<file path="config.mk">
export PLATFORM = sky130hd
export DESIGN_NAME = irq_requester
export DESIGN_NICKNAME = d
export VERILOG_FILES = /design/src/rtl/irq_requester.sv
export SDC_FILE = /design/constraint.sdc
export NUM_CORES = 1
export LEC_CHECK = 0
export ABC_AREA = 1
export CAP_MARGIN = 20
export CORE_MARGIN = 5
export CORE_UTILIZATION = 42
export CTS_CLUSTER_DIAMETER = 120
export DETAILED_ROUTE_END_ITERATION = 16
export GPL_ROUTABILITY_DRIVEN = 0
export PLACE_DENSITY = 0.73
export SETUP_SLACK_MARGIN = 0.15
export SLEW_MARGIN = 20
export SYNTH_ARGS = -nofsm -noshare
export SYNTH_HDL_FRONTEND = slang
export SYNTH_HIERARCHICAL = 1
export SYNTH_SLANG_ARGS = --single-unit
</file>
<file path="constraint.sdc">
create_clock -name clk -period 7.9 [get_ports clk]
set_input_delay 0.79 -clock clk [delete_from_list [all_inputs] [get_ports clk]]
set_output_delay 0.79 -clock clk [all_outputs]
set_load 0.02 [all_outputs]
</file>
<file path="src/rtl/irq_requester.sv">
// Interrupt requester: sticky pending/overrun per source, mask, and a one-at-a-time
// 4-phase req/ack handshake. Define IRQ_TIMEOUT_EN to add the ack-wait timeout with round-robin retry.

module irq_src_cell (
  input  logic clk,
  input  logic reset,
  input  logic event_in,
  input  logic ack_clr,
  input  logic ovr_clr,
  output logic pending,
  output logic overrun
);
  // A new event always wins over the acknowledge clear and over the overrun clear.
  always_ff @(posedge clk or posedge reset) begin
    if (reset) begin
      pending <= 1'b0;
      overrun <= 1'b0;
    end else begin
      pending <= event_in | (pending & ~ack_clr);
      overrun <= (event_in & pending & ~ack_clr) | (overrun & ~ovr_clr);
    end
  end
endmodule

module irq_requester #(
  parameter int NUM_SRC     = 32,
  parameter int TIMEOUT_CYC = 1024
) (
  input  logic               clk,
  input  logic               reset,
  input  logic [NUM_SRC-1:0] event_in,
  input  logic               mask_wr,
  input  logic [NUM_SRC-1:0] mask_wdata,
  input  logic [NUM_SRC-1:0] ovr_clr,
  input  logic               irq_ack,
  output logic [NUM_SRC-1:0] irq_req,
  output logic [4:0]         irq_id,
  output logic [NUM_SRC-1:0] pending,
  output logic [NUM_SRC-1:0] overrun,
  output logic               busy,
  output logic               timeout_flag
);
  localparam int IDW = (NUM_SRC > 1) ? $clog2(NUM_SRC) : 1;

  if (NUM_SRC < 2 || NUM_SRC > 32 || TIMEOUT_CYC < 2) begin : g_param_check
    $error("irq_requester: NUM_SRC must be 2..32 and TIMEOUT_CYC >= 2");
  end

  typedef enum logic [1:0] {S_IDLE, S_REQ, S_RELEASE} state_t;

  state_t             state;
  logic [NUM_SRC-1:0] mask;
  logic [NUM_SRC-1:0] eligible;
  logic [NUM_SRC-1:0] ack_clr;
  logic [NUM_SRC-1:0] sel_onehot;
  logic [IDW-1:0]     sel_id;
  logic [IDW-1:0]     arb_start;
  logic               sel_vld;

  // irq_req is one-hot in REQ, so it doubles as the per-source clear vector.
  assign ack_clr  = (state == S_REQ && irq_ack) ? irq_req : '0;
  assign eligible = pending & ~mask;

  for (genvar i = 0; i < NUM_SRC; i++) begin : g_src
    irq_src_cell u_cell (
      .clk      (clk),
      .reset    (reset),
      .event_in (event_in[i]),
      .ack_clr  (ack_clr[i]),
      .ovr_clr  (ovr_clr[i]),
      .pending  (pending[i]),
      .overrun  (overrun[i])
    );
  end

`ifdef IRQ_TIMEOUT_EN
  localparam int CW = (TIMEOUT_CYC > 2) ? $clog2(TIMEOUT_CYC) : 1;

  logic [CW-1:0]  cnt;
  logic           rr_active;
  logic [IDW-1:0] rr_start;
  logic [IDW-1:0] cur_id;
  logic [IDW-1:0] next_id;
  logic           tflag;

  assign cur_id       = irq_id[IDW-1:0];
  assign next_id      = (cur_id == IDW'(NUM_SRC - 1)) ? '0 : cur_id + IDW'(1);
  assign arb_start    = rr_active ? rr_start : '0;
  assign timeout_flag = tflag;
`else
  assign arb_start    = '0;
  assign timeout_flag = 1'b0;
`endif

  // Circular priority search from arb_start; arb_start is 0 except right after a timeout.
  always_comb begin
    int idx;
    idx     = 0;
    sel_vld = 1'b0;
    sel_id  = '0;
    for (int i = 0; i < NUM_SRC; i++) begin
      idx = int'(arb_start) + i;
      if (idx >= NUM_SRC) idx = idx - NUM_SRC;
      if (!sel_vld && eligible[idx]) begin
        sel_vld = 1'b1;
        sel_id  = idx[IDW-1:0];
      end
    end
  end

  assign sel_onehot = {{(NUM_SRC-1){1'b0}}, 1'b1} << sel_id;

  always_ff @(posedge clk or posedge reset) begin
    if (reset) begin
      state   <= S_IDLE;
      mask    <= '1;
      irq_req <= '0;
      irq_id  <= '0;
      busy    <= 1'b0;
`ifdef IRQ_TIMEOUT_EN
      cnt       <= '0;
      rr_active <= 1'b0;
      rr_start  <= '0;
      tflag     <= 1'b0;
`endif
    end else begin
      if (mask_wr) mask <= mask_wdata;
      case (state)
        S_IDLE: begin
          if (sel_vld) begin
            irq_id  <= 5'(sel_id);
            irq_req <= sel_onehot;
            busy    <= 1'b1;
            state   <= S_REQ;
`ifdef IRQ_TIMEOUT_EN
            cnt       <= '0;
            rr_active <= 1'b0;
`endif
          end
        end
        S_REQ: begin
          if (irq_ack) begin
            irq_req <= '0;
            state   <= S_RELEASE;
          end
`ifdef IRQ_TIMEOUT_EN
          // Give up on a dead controller path; pending stays so the source is retried later.
          else if (cnt == CW'(TIMEOUT_CYC - 1)) begin
            irq_req   <= '0;
            busy      <= 1'b0;
            tflag     <= 1'b1;
            rr_active <= 1'b1;
            rr_start  <= next_id;
            state     <= S_IDLE;
          end else begin
            cnt <= cnt + CW'(1);
          end
`endif
        end
        S_RELEASE: begin
          if (!irq_ack) begin
            busy  <= 1'b0;
            state <= S_IDLE;
          end
        end
        default: state <= S_IDLE;
      endcase
    end
  end
endmodule
</file>
# Word-level counts from Yosys, hierarchy flattened
# Index checks and enable logic that the tools add are counted.
# Widths: inputs -> output; s select.
# classes
n_eq_ne,5
shift,1
n_mux,74
bitwise,258
n_reduce_logical,70
# ops
operator,count
$and 1x1->1,128
$mux 5,24
$mux 32,3
$not 1->1,64
$or 1x1->1,64
$pmux 32 s2,1
$mux 1,35
$and 32x32->32,1
$logic_and 1x1->1,32
$not 32->32,1
$shl 1x5->32 const A,1
$logic_not 1->1,31
$mux 3,4
$mux 2,5
$reduce_and 3->1,3
$ne 2x2->1 const B,3
$pmux 2 s3,1
$reduce_bool 2->1,2
$eq 2x1->1 const B,1
$eq 2x2->1 const B,1
$logic_not 2->1,1
$pmux 1 s2,1
$reduce_and 2->1,1
# word_totals
regBits,136
in_bits,100
elab_cells,477

# Longest topological paths before layout
# logic_depth
ltp_word,99
mapped_depth,23
ltp_nobuf,23

# By module
# The synthesis kept the hierarchy.
# modules_own_cells
module,instances,cells_each,area_per_inst_um2
irq_requester,1,492,3950.0
irq_src_cell,32,11,85.1

# Worst setup path after synthesis
# No wires, ideal clock.
# synth_path
path_type,reg2reg
startpoint,register mask[1]
endpoint,register irq_req[16]
t_arrival_ns,2.962
setup_slack_ns,4.820
path_stages_with_launch,24
n_path_buf,2
period_less_slack_ns,3.080
path_cell_list,dfstp_2 -> inv_1 -> nand2_2 -> nand2_4 -> nor2_4 -> nand4_4 -> nor2_4 -> nand4_2 -> nor2_2 -> nand4_2 -> nor2_2 -> nand4_2 -> nor2_4 -> nand4_4 -> nor2_4 -> nand4_4 -> nor3_4 -> nand4_4 -> nand2_4 -> nand2_2 -> buf_6 -> buf_6 -> nand4_1 -> nand2_1
# synth_via
elab_chain_len,97
# synth_lines
item,line_no,text
"start, declared",52,logic [NUM_SRC-1:0] mask;
"start signal, assigned",127,if (mask_wr) mask <= mask_wdata;
$not 32->32 *,62,assign eligible = pending & ~mask;
$and 32x32->32 *,62,
$logic_and 1x1->1 *,104,if (!sel_vld && eligible[idx]) begin
$mux 1,104,
$logic_not 1->1,104,
$logic_and 1x1->1,104,
$mux 1,104,
$logic_not 1->1,104,
[... 81 more ...],n/a,
$logic_and 1x1->1,104,
$mux 1,104,
$logic_not 1->1,104,
$logic_and 1x1->1,104,
$mux 5,104,
$shl 1x5->32,111,"assign sel_onehot = {{(NUM_SRC-1){1'b0}}, 1'b1} << sel_id;"
$mux 32,130,if (sel_vld) begin
$pmux 32 s2,128,case (state)
"end signal, assigned",132,irq_req <= sel_onehot;
"end, declared",36,"output logic [NUM_SRC-1:0] irq_req,"
# Mark *: on every way between the ends. The rest lies on a longest branch, timed or not. The select of a mux whose other input is x is not followed.
# A chain may end at the register's enable or synchronous reset.

# Final worst setup path
# layout_path
startpoint,register mask[3]
endpoint,register irq_req[6]
# layout_via
elab_chain_len,91
# layout_lines
item,line_no
$not 32->32 *,62
$and 32x32->32 *,62
$logic_and 1x1->1 *,104
$mux 1,104
$logic_not 1->1,104
$logic_and 1x1->1,104
$mux 1,104
$logic_not 1->1,104
[... 75 more ...],n/a
$logic_and 1x1->1,104
$mux 1,104
$logic_not 1->1,104
$logic_and 1x1->1,104
$mux 5,104
$shl 1x5->32,111
$mux 32,130
$pmux 32 s2,128
# Marked as above.

==> impl_results.md <==
- Status: completed
- Netlist cell types: 37
- # setup viols final: 0
- Largest net degree at the start of global routing: 59
- Mapped Cells: 844
- First-pass GRT wire length: 28.2 mm
- Max Slew Vio Count: 0
- Initial antenna violation count: 0
- Ys flop type: dfrtp_1
- Fmax: 264 MHz
- Post-DP HPWL: 12.8 mm
- Static Leak: 4.71 nW
- Final wirelength: 17.3 mm
- Vias/cell: 4.49
- I/O pin total: 203
- Remaining DRCs: 0
- Setup TNS: 0 ps
- Mapped Avg Cell Area: 7.91 um2
- Sink Count: 136
- Total setup buffers inserted after CTS: 0
- CP required: 8190 ps
- Worst R2R End: irq_req[6]
- Cell taking the most area after synthesis: dfrtp_1
- RSZ-0062 raised after global routing: false
- Worst Hold Class: reg2reg
- Post-route ant nets: 0
- Worst Path Max Fanout: 58
- Worst path slowest cell: dfstp_2
- Worst-margin pin slew: 1020 ps
- Critical-path cell list: inv_1 > nand2_1 > nand2_2 > nor2_4 > nand4_4 > nor2_4 > nand4_2 > nor2_2 > nand4_2 > nor2_2 > nand4_2 > nor2_4 > nand4_4 > nor2_4 > nand4_4 > nor3_4 > nand4_4 > nand2_4 > nand2_4 > nand3_1 > o21ai_2
- Number of fillers in the final layout: 1,408
- Nets: 1,145
- Crit path launch: mask[3]
- Place WS: 3770 ps
- Max_cap viols: 0
- Iteration-0 DRC Markers: 272
- Share of layout cells above drive strength 1: 10.5%
- Average wire per standard cell: 13.6 um
- Slew headroom: 31.8%
- R2R Setup Slk: 4110 ps
- Sequential fraction of the synthesis area: 51.6%
- CTS tree: yes
- Layout area overhead: 41.2%
- CP Launch Type: register
- CORE AREA: 0.0157 mm2
- Htree depth: 4
- CP Class: reg2reg
- Ant. Diodes: 0
- Count of TritonRoute iterations in the first routing pass: 4
- Final Hold Viols: 0
- Post-synthesis async set-or-reset flop share: 100%
- Vias in the first global route: 5,873
- CP Capture Point: irq_req[6]
- Row cnt: 46
- Worst setup EP type: register
- CTS max path bufs: 2
- CP max stage delay: 510 ps
- Syn. warnings: 6
- FF-to-FF Start: mask[3]
- Root Buffer: clkbuf_16
- Initial Util: 42.5%
- Reg area: 0.00344 mm2
- Die X: 136 um
- Core Util, Final: 60.0%
- Final hold slack: 474 ps
- Post_cts resized: 0
- Critical Path AT: 4080 ps
- Port Buf Inserts: 201
- Die height: 136 um
- Die ar.: 0.0185 mm2
- Register-to-Register Path Depth: 21
- Yosys top cell area share: 39.0%
- Period utilization: 48.0%
- PD cells: 213 mW/mm2
- GR Util All Layers: 19.4%
- Area of the multi-input gates: 0.00231 mm2
- Max VDD drop: 0.000159 V
- Clock latency on the worst-skew pair: 420 ps
- Routed vias: 5,712
- Global route overflow: 0
- Hold-fix buffers at CTS: 0
- Clock-pin slew on the worst setup and hold paths: 60 ps
- Number of synthesized register bits: 136
- Setup ws final: 4110 ps
- CTS Buf Count: 17
- Final Skew: 9.16 ps
- Synthesized Nets: 944
- Top cells by area, synth: dfrtp_1, dfstp_2, inv_1
- Post-synth EDFFs: 0
- Crit path time final: 3790 ps
- Synthesized area: 0.00667 mm2
- Cells after DPL: 1,242
- Layout Cells excl Fill: 1,273
[cell families after synthesis]
family,count (synthesis),share of synthesized area (%)
and+or+nand+nor,397,27.2
AOI/OAI and AO/OA,58,5.01
muxes,13,2.19
DFF,136,51.6
other,1,0.0562
buffers and inverters,239,13.9
[cell usage after synthesis, types with 3 or more instances]
cell type / n
inv_1: 217
nand3b_1: 3
o21ai_2: 7
nand4_1: 7
buf_2: 4
nor3_1: 16
nand3_1: 70
nand2_2: 3
dfrtp_1: 104
o21ai_0: 24
mux2_2: 13
o21ai_1: 20
buf_6: 3
nand2_4: 3
nand4_4: 4
nand4_2: 3
nor2_4: 4
clkbuf_1: 10
dfstp_2: 32
nand2_1: 204
nor2_1: 73
[per-stage QoR]
step | total power, mW | cell area, um2
final | 2.01 | 9420
after global routing | 2.12 | 9420
after CTS | 2.03 | 9420
after detailed placement | 1.27 | 8850
after global placement | 1.26 | 8850
after floorplan | 1.10 | 6670
[critical path: cells and delay by family, from the launching register on]
| kind | cells | cell delay (ps) |
|---|---|---|
| compound gates | 1 | 80 |
| buf+inv | 1 | 40 |
| flops | 1 | 510 |
| simple gates | 19 | 2980 |
[layout by cell type, fill, tap and decap left out, types with 4 or more instances in the layout]
cell / n
o21ai_0: 24
nand4_1: 7
nand2_4: 4
o21ai_2: 7
nor2_4: 4
dfrtp_1: 104
clkbuf_16: 17
clkinv_2: 6
nand4_4: 4
nor3_1: 16
mux2_2: 13
nor2_1: 73
clkbuf_8: 5
nand3_1: 70
inv_1: 216
o21ai_1: 20
clkdlybuf4s50_1: 199
dfstp_2: 32
nand2_1: 203
[worst min-delay path by stage]
stage,endpoint,cells after the start,start,slack [ps]
3_3_place_gp,g_src[27].u_cell/overrun,2,g_src[27].u_cell/overrun,460
4_1_cts,g_src[26].u_cell/overrun,2,g_src[26].u_cell/overrun,480
3_5_place_dp,g_src[26].u_cell/overrun,2,g_src[26].u_cell/overrun,460
5_1_grt,mask[17],2,mask[17],490
6_report,g_src[23].u_cell/overrun,2,g_src[23].u_cell/overrun,470
2_1_floorplan,mask[10],2,mask[10],460
[where the power goes]
part / total [mW] / internal (mW) / leakage, nW / switching (mW)
clock network: 0.759 / 0.470 / 0.281 / 0.290
registers: 0.793 / 0.761 / 1.51 / 0.0312
logic: 0.457 / 0.158 / 2.92 / 0.299
total: 2.01 / 1.39 / 4.71 / 0.620
[state kept, by name, indices dropped and copies added (netlist names)]
name and cells:
g_src.u_cell/pending 32, g_src.u_cell/overrun 32, mask 32, state 2, busy 1, irq_id 5
irq_req 32
[routing by layer]
layer | up-vias | share of wire, % | wire [um] | track usage, %
met4 | 0 | 1.6 | 268 | 6.33
met5 | - | 0 | 0 | 0
met3 | 24 | 6.6 | 1150 | 5.37
met2 | 140 | 49 | 8400 | 32.1
met1 | 2630 | 43 | 7480 | 24.6
li1 | 2918 | - | - | -
[cell type report]
cell class | count | share of cell area, %
inverter | 219 | 8.74
multi-input combinational | 469 | 24.5
timing repair buffer | 202 | 21.3
clock buffer | 23 | 5.28
sequential | 136 | 36.5
clock inverter | 8 | 0.744
tap | 216 | 2.87
No activity file was read; power rests on OpenSTA's default activity.
